**src/rtl/brot_pkg.sv**
```systemverilog
// Shared types for the pipelined barrel rotator: mode encoding and direction constants.
package brot_pkg;

    typedef enum logic [1:0] {
        ROT  = 2'b00,
        LSH  = 2'b01,
        ASH  = 2'b10,
        ROT2 = 2'b11
    } brot_mode_t;

    localparam logic DIR_LEFT  = 1'b0;
    localparam logic DIR_RIGHT = 1'b1;

endpackage

```
**src/rtl/brot_stage.sv**
```systemverilog
// One combinational barrel stage: conditionally moves the word by SHIFT positions
// as a rotate, logical shift or arithmetic shift (fill supplies the sign bit).
import brot_pkg::*;

module brot_stage #(
    parameter int WIDTH = 8,
    parameter int SHIFT = 1
) (
    input  logic [WIDTH-1:0] data,
    input  logic             en,
    input  logic             dir,
    input  logic [1:0]       mode,
    input  logic             fill,
    output logic [WIDTH-1:0] result
);

    // Ones in the SHIFT most-significant positions: the bits vacated by a right shift.
    localparam logic [WIDTH-1:0] FILL_MASK = ~({WIDTH{1'b1}} >> SHIFT);

    brot_mode_t mode_e;
    assign mode_e = brot_mode_t'(mode);

    always_comb begin
        result = data;
        if (en) begin
            if (dir == DIR_RIGHT) begin
                case (mode_e)
                    LSH:     result = data >> SHIFT;
                    ASH:     result = (data >> SHIFT) | (fill ? FILL_MASK : '0);
                    default: result = (data >> SHIFT) | (data << (WIDTH - SHIFT));
                endcase
            end else begin
                case (mode_e)
                    LSH, ASH: result = data << SHIFT;
                    default:  result = (data << SHIFT) | (data >> (WIDTH - SHIFT));
                endcase
            end
        end
    end

endmodule

```
**src/rtl/barrel_rot_pipe.sv**
```systemverilog
// Pipelined barrel rotator/shifter with a global-advance valid/ready handshake.
// Optional BROT_STATS_EN adds stat_count, a saturating count of output transfers.
import brot_pkg::*;

module barrel_rot_pipe #(
    parameter int WIDTH = 8,
    parameter int SHW   = $clog2(WIDTH)
) (
    input  logic             clk,
    input  logic             reset,
    input  logic             in_valid,
    output logic             in_ready,
    input  logic [WIDTH-1:0] in_data,
    input  logic [SHW-1:0]   in_amt,
    input  logic             in_dir,
    input  logic [1:0]       in_mode,
    output logic             out_valid,
    input  logic             out_ready,
    output logic [WIDTH-1:0] out_data
`ifdef BROT_STATS_EN
    ,
    output logic [15:0]      stat_count
`endif
);

    logic [WIDTH-1:0] data_p [SHW];
    logic [SHW-1:0]   amt_p  [SHW];
    logic             dir_p  [SHW];
    logic [1:0]       mode_p [SHW];
    logic             msb_p  [SHW];
    logic             vld_p  [SHW];

    logic [WIDTH-1:0] src_data [SHW];
    logic [SHW-1:0]   src_amt  [SHW];
    logic             src_dir  [SHW];
    logic [1:0]       src_mode [SHW];
    logic             src_msb  [SHW];
    logic             src_vld  [SHW];
    logic [WIDTH-1:0] stage_res [SHW];

    logic adv;

    assign out_valid = vld_p[SHW-1];
    assign out_data  = data_p[SHW-1];
    // Whole pipe moves together; a stalled output freezes every stage, bubbles included.
    assign adv       = !out_valid || out_ready;
    assign in_ready  = adv;

    for (genvar k = 0; k < SHW; k++) begin : g_stage
        if (k == 0) begin : g_head
            assign src_data[k] = in_data;
            assign src_amt[k]  = in_amt;
            assign src_dir[k]  = in_dir;
            assign src_mode[k] = in_mode;
            assign src_msb[k]  = in_data[WIDTH-1];
            assign src_vld[k]  = in_valid & in_ready;
        end else begin : g_body
            assign src_data[k] = data_p[k-1];
            assign src_amt[k]  = amt_p[k-1];
            assign src_dir[k]  = dir_p[k-1];
            assign src_mode[k] = mode_p[k-1];
            assign src_msb[k]  = msb_p[k-1];
            assign src_vld[k]  = vld_p[k-1];
        end

        brot_stage #(
            .WIDTH (WIDTH),
            .SHIFT (1 << k)
        ) u_stage (
            .data   (src_data[k]),
            .en     (src_amt[k][k]),
            .dir    (src_dir[k]),
            .mode   (src_mode[k]),
            .fill   (src_msb[k]),
            .result (stage_res[k])
        );
    end

    // Stage k register holds the word after moves by 2^0..2^k have been applied.
    always_ff @(posedge clk or posedge reset) begin
        if (reset) begin
            for (int k = 0; k < SHW; k++) begin
                data_p[k] <= '0;
                amt_p[k]  <= '0;
                dir_p[k]  <= 1'b0;
                mode_p[k] <= '0;
                msb_p[k]  <= 1'b0;
                vld_p[k]  <= 1'b0;
            end
        end else if (adv) begin
            for (int k = 0; k < SHW; k++) begin
                data_p[k] <= stage_res[k];
                amt_p[k]  <= src_amt[k];
                dir_p[k]  <= src_dir[k];
                mode_p[k] <= src_mode[k];
                msb_p[k]  <= src_msb[k];
                vld_p[k]  <= src_vld[k];
            end
        end
    end

    // Control carried by the last stage has no consumer downstream.
    logic unused_tail;
    assign unused_tail = ^{amt_p[SHW-1], dir_p[SHW-1], mode_p[SHW-1], msb_p[SHW-1]};

`ifdef BROT_STATS_EN
    always_ff @(posedge clk or posedge reset) begin
        if (reset) begin
            stat_count <= '0;
        end else if (out_valid && out_ready && stat_count != 16'hFFFF) begin
            stat_count <= stat_count + 16'd1;
        end
    end
`endif

endmodule

```
**config.mk**
```make
export PLATFORM = sky130hd
export DESIGN_NAME = barrel_rot_pipe
export DESIGN_NICKNAME = d
export VERILOG_FILES = /design/src/rtl/brot_pkg.sv /design/src/rtl/brot_stage.sv /design/src/rtl/barrel_rot_pipe.sv
export SDC_FILE = /design/constraint.sdc
export NUM_CORES = 1
export LEC_CHECK = 0
export ABC_AREA = 1
export CORE_UTILIZATION = 49
export CTS_CLUSTER_DIAMETER = 200
export DETAILED_ROUTE_END_ITERATION = 6
export PLACE_DENSITY = 0.86
export SETUP_SLACK_MARGIN = 0.2
export SYNTH_ARGS = -nofsm -noshare
export SYNTH_HDL_FRONTEND = slang
export SYNTH_SLANG_ARGS = --single-unit
```
**constraint.sdc**
```tcl
create_clock -name clk -period 1.2 [get_ports clk]
set_input_delay 0.18 -clock clk [delete_from_list [all_inputs] [get_ports clk]]
set_output_delay 0.18 -clock clk [all_outputs]
set_load 0.02 [all_outputs]
```
# == Word-level counts from Yosys, hierarchy flattened ==
# Cells that the tools add are included.
# word_totals
output_inout_bits,10
inputBits,18
register_bits,41
wordCells,49
# classes
n_eq_ne,6
n_bitwise,9
mux,15
reduce_logical,5
# ops
op,count
8-bit 2-to-1 mux,12
8-bit one-hot mux with 2 select lines,3
4-bit by 8-bit OR with 8-bit output,2
6-bit by 8-bit OR with 8-bit output,2
7-bit by 8-bit OR with 8-bit output,2
8-bit by 1-bit OR with 8-bit output,1
8-bit by 2-bit OR with 8-bit output,1
2-bit by 1-bit == test with 1-bit output (second input constant),3
2-bit == test (second input constant),3
2-bit OR reduction,3
1-bit AND,1
1-bit zero test,1
1-bit logical OR,1

# == Longest topological paths before layout ==
# logic_depth
ltp_word,5
depth_mapped,8
depth_no_buf,8

# == By module ==
# A second synthesis with hierarchy kept.
# hier_totals
hier_cells,300
area_unflattened_um2,2189.6
# modules_own_cells
module,area_each_um2,cells_each,instances,seq_area_each_um2
barrel_rot_pipe,1615.3,174,1,950.9
brot_stage (g_stage[0].u_stage),195.2,41,1,0.0
brot_stage (g_stage[1].u_stage),193.9,43,1,0.0
brot_stage (g_stage[2].u_stage),185.2,42,1,0.0

# == Least setup slack after synthesis ==
# Ideal clock, no wire load.
# synth_timing
path_type,reg2reg
startpoint,reg vld_p (netlist bit out_valid)
endpoint,reg data_p (netlist bit out_data[2])
required_ns,1.082
setup_time_ns,0.118
setup_slack_ns,0.082
synth_period_minus_slack_ns,1.118
arrival_time_ns,1.000
path_stages_with_launch,6
n_path_buf,1
path_cell_list,dfrtp_1 nand2_2 buf_2 nand2_1 a21oi_1 nor2_1
# synth_via
elab_chain_cells,2
# synth_lines
item,line_no,rtl
from (decl),barrel_rot_pipe.sv:31,logic vld_p [SHW];
"from (signal, indexed assignment)",barrel_rot_pipe.sv:97,vld_p[k] <= src_vld[k];
1-bit zero test,barrel_rot_pipe.sv:46,assign adv = !out_valid || out_ready;
1-bit logical OR,barrel_rot_pipe.sv:46,
"to (signal, indexed assignment)",barrel_rot_pipe.sv:92,data_p[k] <= stage_res[k];
to (decl),barrel_rot_pipe.sv:26,logic [WIDTH-1:0] data_p [SHW];
# Every way passes these cells.
# A chain may end at the register's enable or synchronous reset.

# == Worst setup path after layout ==
# layout_timing
startpoint,reg mode_p[3] (netlist bit)
endpoint,reg data_p (netlist bit out_data[0])
# layout_via
elab_chain_cells,5
elab_cells_between_ends,7
classes_between,eq/ne (2); mux (4); reduce/logical (1)
# layout_lines
item,line_no,rtl
from (decl),barrel_rot_pipe.sv:29,logic [1:0] mode_p [SHW];
"from (signal, indexed assignment)",barrel_rot_pipe.sv:95,mode_p[k] <= src_mode[k];
2-bit by 1-bit == test with 1-bit output or 2-bit == test (tied branches),"brot_stage.sv:27, brot_stage.sv:33",
2-bit OR reduction,brot_stage.sv:33,case (mode_e)
8-bit 2-to-1 mux,brot_stage.sv:33,
8-bit 2-to-1 mux (*),brot_stage.sv:26,if (dir == DIR_RIGHT) begin
8-bit 2-to-1 mux (*),brot_stage.sv:25,if (en) begin
# Every way passes the cells marked *; elsewhere a longest branch is shown, timed or not.

==> flow_summary_export.csv <==
group,metric,value,unit
outcome,status,"finished with violations",
outcome,violations,"setup timing",
critical_path,r2r-end,"out_data[0]",
finish,num-fill-cells,256,
synthesis,synth_top_family_by_area,"simple AND/OR/NAND/NOR gates",
sta,slew_violations,0,
sta,fmax,0.788,GHz
grt,grt_use_total,23.4,%
synthesis,synth_cell_types,17,
critical_path,critical_path.cell_chain,"ha_4, buf_4, nor2_4, nor2_4, a21oi_2, nor2_1",
cts,clock_path_buffers,2,
critical_path,arrival,1.50,ns
critical_path,crit_path_frequent_cell,"nor2_4",
critical_path,crit_start,"mode_p[3]",
synthesis,async_reset_ff_share,100,%
place,dp_hpwl,3.22,mm
synthesis,post-synth-top-count-cell,"nand2_1",
place,placed_area,0.00250,mm^2
critical_path,max_stage_delay,0.41,ns
job,cap_violations,0,
grt,grt_max_degree,23,
synthesis,synthTopCellsByCount,"nand2_1 (106), dfrtp_1 (38), inv_1 (35)",
drt,ant_nets,0,
synthesis,synth_edf_count,0,
sta,fin_skew,0.0130,ns
synthesis,ys_ff_latch,38,
drt,top_layer,"met4",
drt,routed-wl-met2,3.25,mm
sta,hold_viol_final,0,
drt,wl,5.96,mm
synthesis,synth-compound-area-share,11.6,%
drt,post_drt_wl_per_cell,14.9,um
critical_path,reg2reg_from,"mode_p[3]",
synthesis,synth_fa_ha_area_share,1.81,%
finish,layout-drive-gt1-share,38.6,%
place,placed_cells,365,
place,gp_congestion,0.817,
cts,h-tree-depth,2,
floorplanning,initial_core_util,51.5,%
critical_path,path_class,"reg -> reg",
synthesis,yosys.area.top_type_share,45.8,%
floorplanning,core,0.00403,mm^2
synthesis,synthXorXnorAreaFrac,0,%
finish,multi_input_area,0.00115,mm^2
synthesis,synth_nets,312,
sta,rsz0062_at_grt,"true",
finish,final_cell_area,0.00323,mm^2
drt,wl_met3,183,um
floorplanning,dieArea,0.00450,mm^2
grt,first_global_vias,1801,
floorplanning,die_y,67.1,um
cts,clkLatencyLatePin,0.30,ns
critical_path,startpoint_type,"flop",
sta,finalSetupViolCount,10,
drt,vias,2086,
critical_path,cpMaxStageDelayCell,"dfrtp_1",
sta,tightest_slew,0.349,ns
synthesis,seq_area_frac_synth,45.8,%
grt,grt_pass1_wl,7.70,mm
sta,min_period,1.27,ns
cts,clkSlewWorstSetupHoldPaths,0.08,ns
finish,layout.nets,370,
critical_path,cp_max_fo,4,
pwr,power.leakage,1.64,nW
drt,drcViolationCount,0,
cts,tritoncts,"done",
finish,stdcell_count,400,
synthesis,netlist_top_cells_area,"dfrtp_1 (46%), nand2_1 (19%), inv_1 (6.3%), o21ai_0 (6.3%), nand3_1 (4.6%)",
synthesis,yosysTopAreaCell,"dfrtp_1",
drt,vias_per_cell,5.22,
floorplanning,dieWidth,67.1,um
critical_path,end_kind,"flop",
synthesis,yosys.area_share.simple,28.0,%
synthesis,syn_avg_cell_area,7.13,um^2
critical_path,reg2reg_slack,-0.07,ns
floorplanning,num_rows,23,
grt,antenna_found_initial,0,
min_path,hold_path.class,"in -> async",
cts,cts_made_buffers,5,
drt,dr.pass1.iters,5,
synthesis,syn_area,0.00208,mm^2
critical_path,cp-endpoint,"out_data[0]",
finish,final_util,80.2,%
finish,diodes,0,
finish,syn2layout_area_growth,55.8,%
finish,final-seq-area,952,um^2
grt,overflow,0,
sta,slew_headroom,76.5,%
sta,layout_setup_ws,-0.0691,ns
sta,period_share,106,%
cts,cts_sinks,38,
cts,root_buffer,"clkbuf_8",
place,port_buffers,27,
pwr,ir_drop,949,uV
floorplanning,io_pins,28,
synthesis,syn_inst,291,
drt,met1_length,2.34,mm
critical_path,r2r_cells,6,
critical_path,required,1.43,ns
synthesis,synthFlopType,"dfrtp_1",
synthesis,synthMuxAreaShare,0,%
synthesis,yosysWarnings,0,
drt,drtIter0Drc,111,
pwr,p_per_area,2130,mW/mm^2
==> how the worst min path moves through the flow <==
stage | cells past startpoint | to | startpoint | slack, ns
4_1_cts | 2 | data_p[10] | reset | 0.17
5_1_grt | 2 | data_p[9] | reset | 0.18
3_5_place_dp | 2 | out_valid | src_vld[0] | 0.44
3_3_place_gp | 2 | out_valid | src_vld[0] | 0.43
2_1_floorplan | 1 | amt_p[5] | reset | 0.15
6_report | 2 | data_p[9] | reset | 0.17
==> through the flow <==
stage	setup WS (ns)	hold slack, ns	total power [mW]	setup TNS, ns
2_1_floorplan	0.114	0.146	3.83	0
3_3_place_gp	-0.329	0.426	4.39	-7.60
3_5_place_dp	-0.329	0.440	4.49	-8.85
4_1_cts	-0.0183	0.175	5.70	-0.0283
5_1_grt	-0.148	0.182	7.27	-1.36
6_report	-0.0691	0.167	6.88	-0.491
==> cell families after synthesis <==
| family | Yosys count |
|---|---|
| DFF | 38 |
| adders and majority gates | 3 |
| and+or+nand+nor | 147 |
| AOI/OAI and AO/OA | 46 |
| buffers and inverters | 57 |
==> layout make-up <==
cell class | count | area share, %
multi-input combinational | 196 | 35.7
sequential | 38 | 29.5
timing repair buffer | 71 | 25.2
inverter | 37 | 4.88
clock buffer | 7 | 2.67
tap | 50 | 1.93
clock inverter | 1 | 0.155
==> timing repair <==
item                       4_1_cts  5_1_grt
resized for setup               89       78
hold buffers                     0        0
gates cloned                     0        7
buffers inserted                 6       14
pin swaps                        3       16
setup endpoints to repair       48       48
==> layout by cell type, fill, tap and decap left out, types with 3 or more instances in the layout <==
| master | n |
|---|---|
| o21ai_2 | 4 |
| buf_4 | 25 |
| nand2_4 | 15 |
| nand2_2 | 25 |
| a21oi_1 | 4 |
| inv_2 | 6 |
| ha_4 | 3 |
| o21ai_1 | 11 |
| clkdlybuf4s50_1 | 15 |
| nor2_1 | 18 |
| dfrtp_1 | 37 |
| buf_6 | 16 |
| nand3_1 | 18 |
| buf_12 | 5 |
| nand2_1 | 67 |
| clkbuf_16 | 6 |
| a21oi_2 | 13 |
| inv_1 | 28 |
| clkbuf_8 | 6 |
| o21ai_0 | 13 |
==> critical path, delay by kind of cell, from the launching register on <==
| family | cells | cell delay [ns] |
|---|---|---|
| and+or+nand+nor | 3 | 0.31 |
| DFF | 1 | 0.41 |
| buffers and inverters | 1 | 0.11 |
| adders and majority gates | 1 | 0.28 |
| AOI/OAI and AO/OA | 1 | 0.07 |
==> layer usage <==
| metal | up-vias | track usage, % |
|---|---|---|
| met2 | 53 | 44.8 |
| met4 | 0 | 6.38 |
| met1 | 1007 | 24.7 |
| met5 | - | 0 |
| li1 | 1011 | - |
| met3 | 15 | 6.16 |
==> sequential cells by signal (all words and copies together), names as in the netlist <==
name / flops
src_vld: 2
out_data: 8
mode_p: 4
amt_p: 3
out_valid: 1
msb_p: 2
dir_p: 2
data_p: 16
==> report_power, final <==
group | internal, mW | leakage, nW | switching [mW]
Sequential | 1.77 | 0.458 | 0.469
Clock | 0.464 | 0.0482 | 0.470
Combinational | 1.81 | 1.14 | 1.90
No activity file was read; power rests on OpenSTA's default activity.
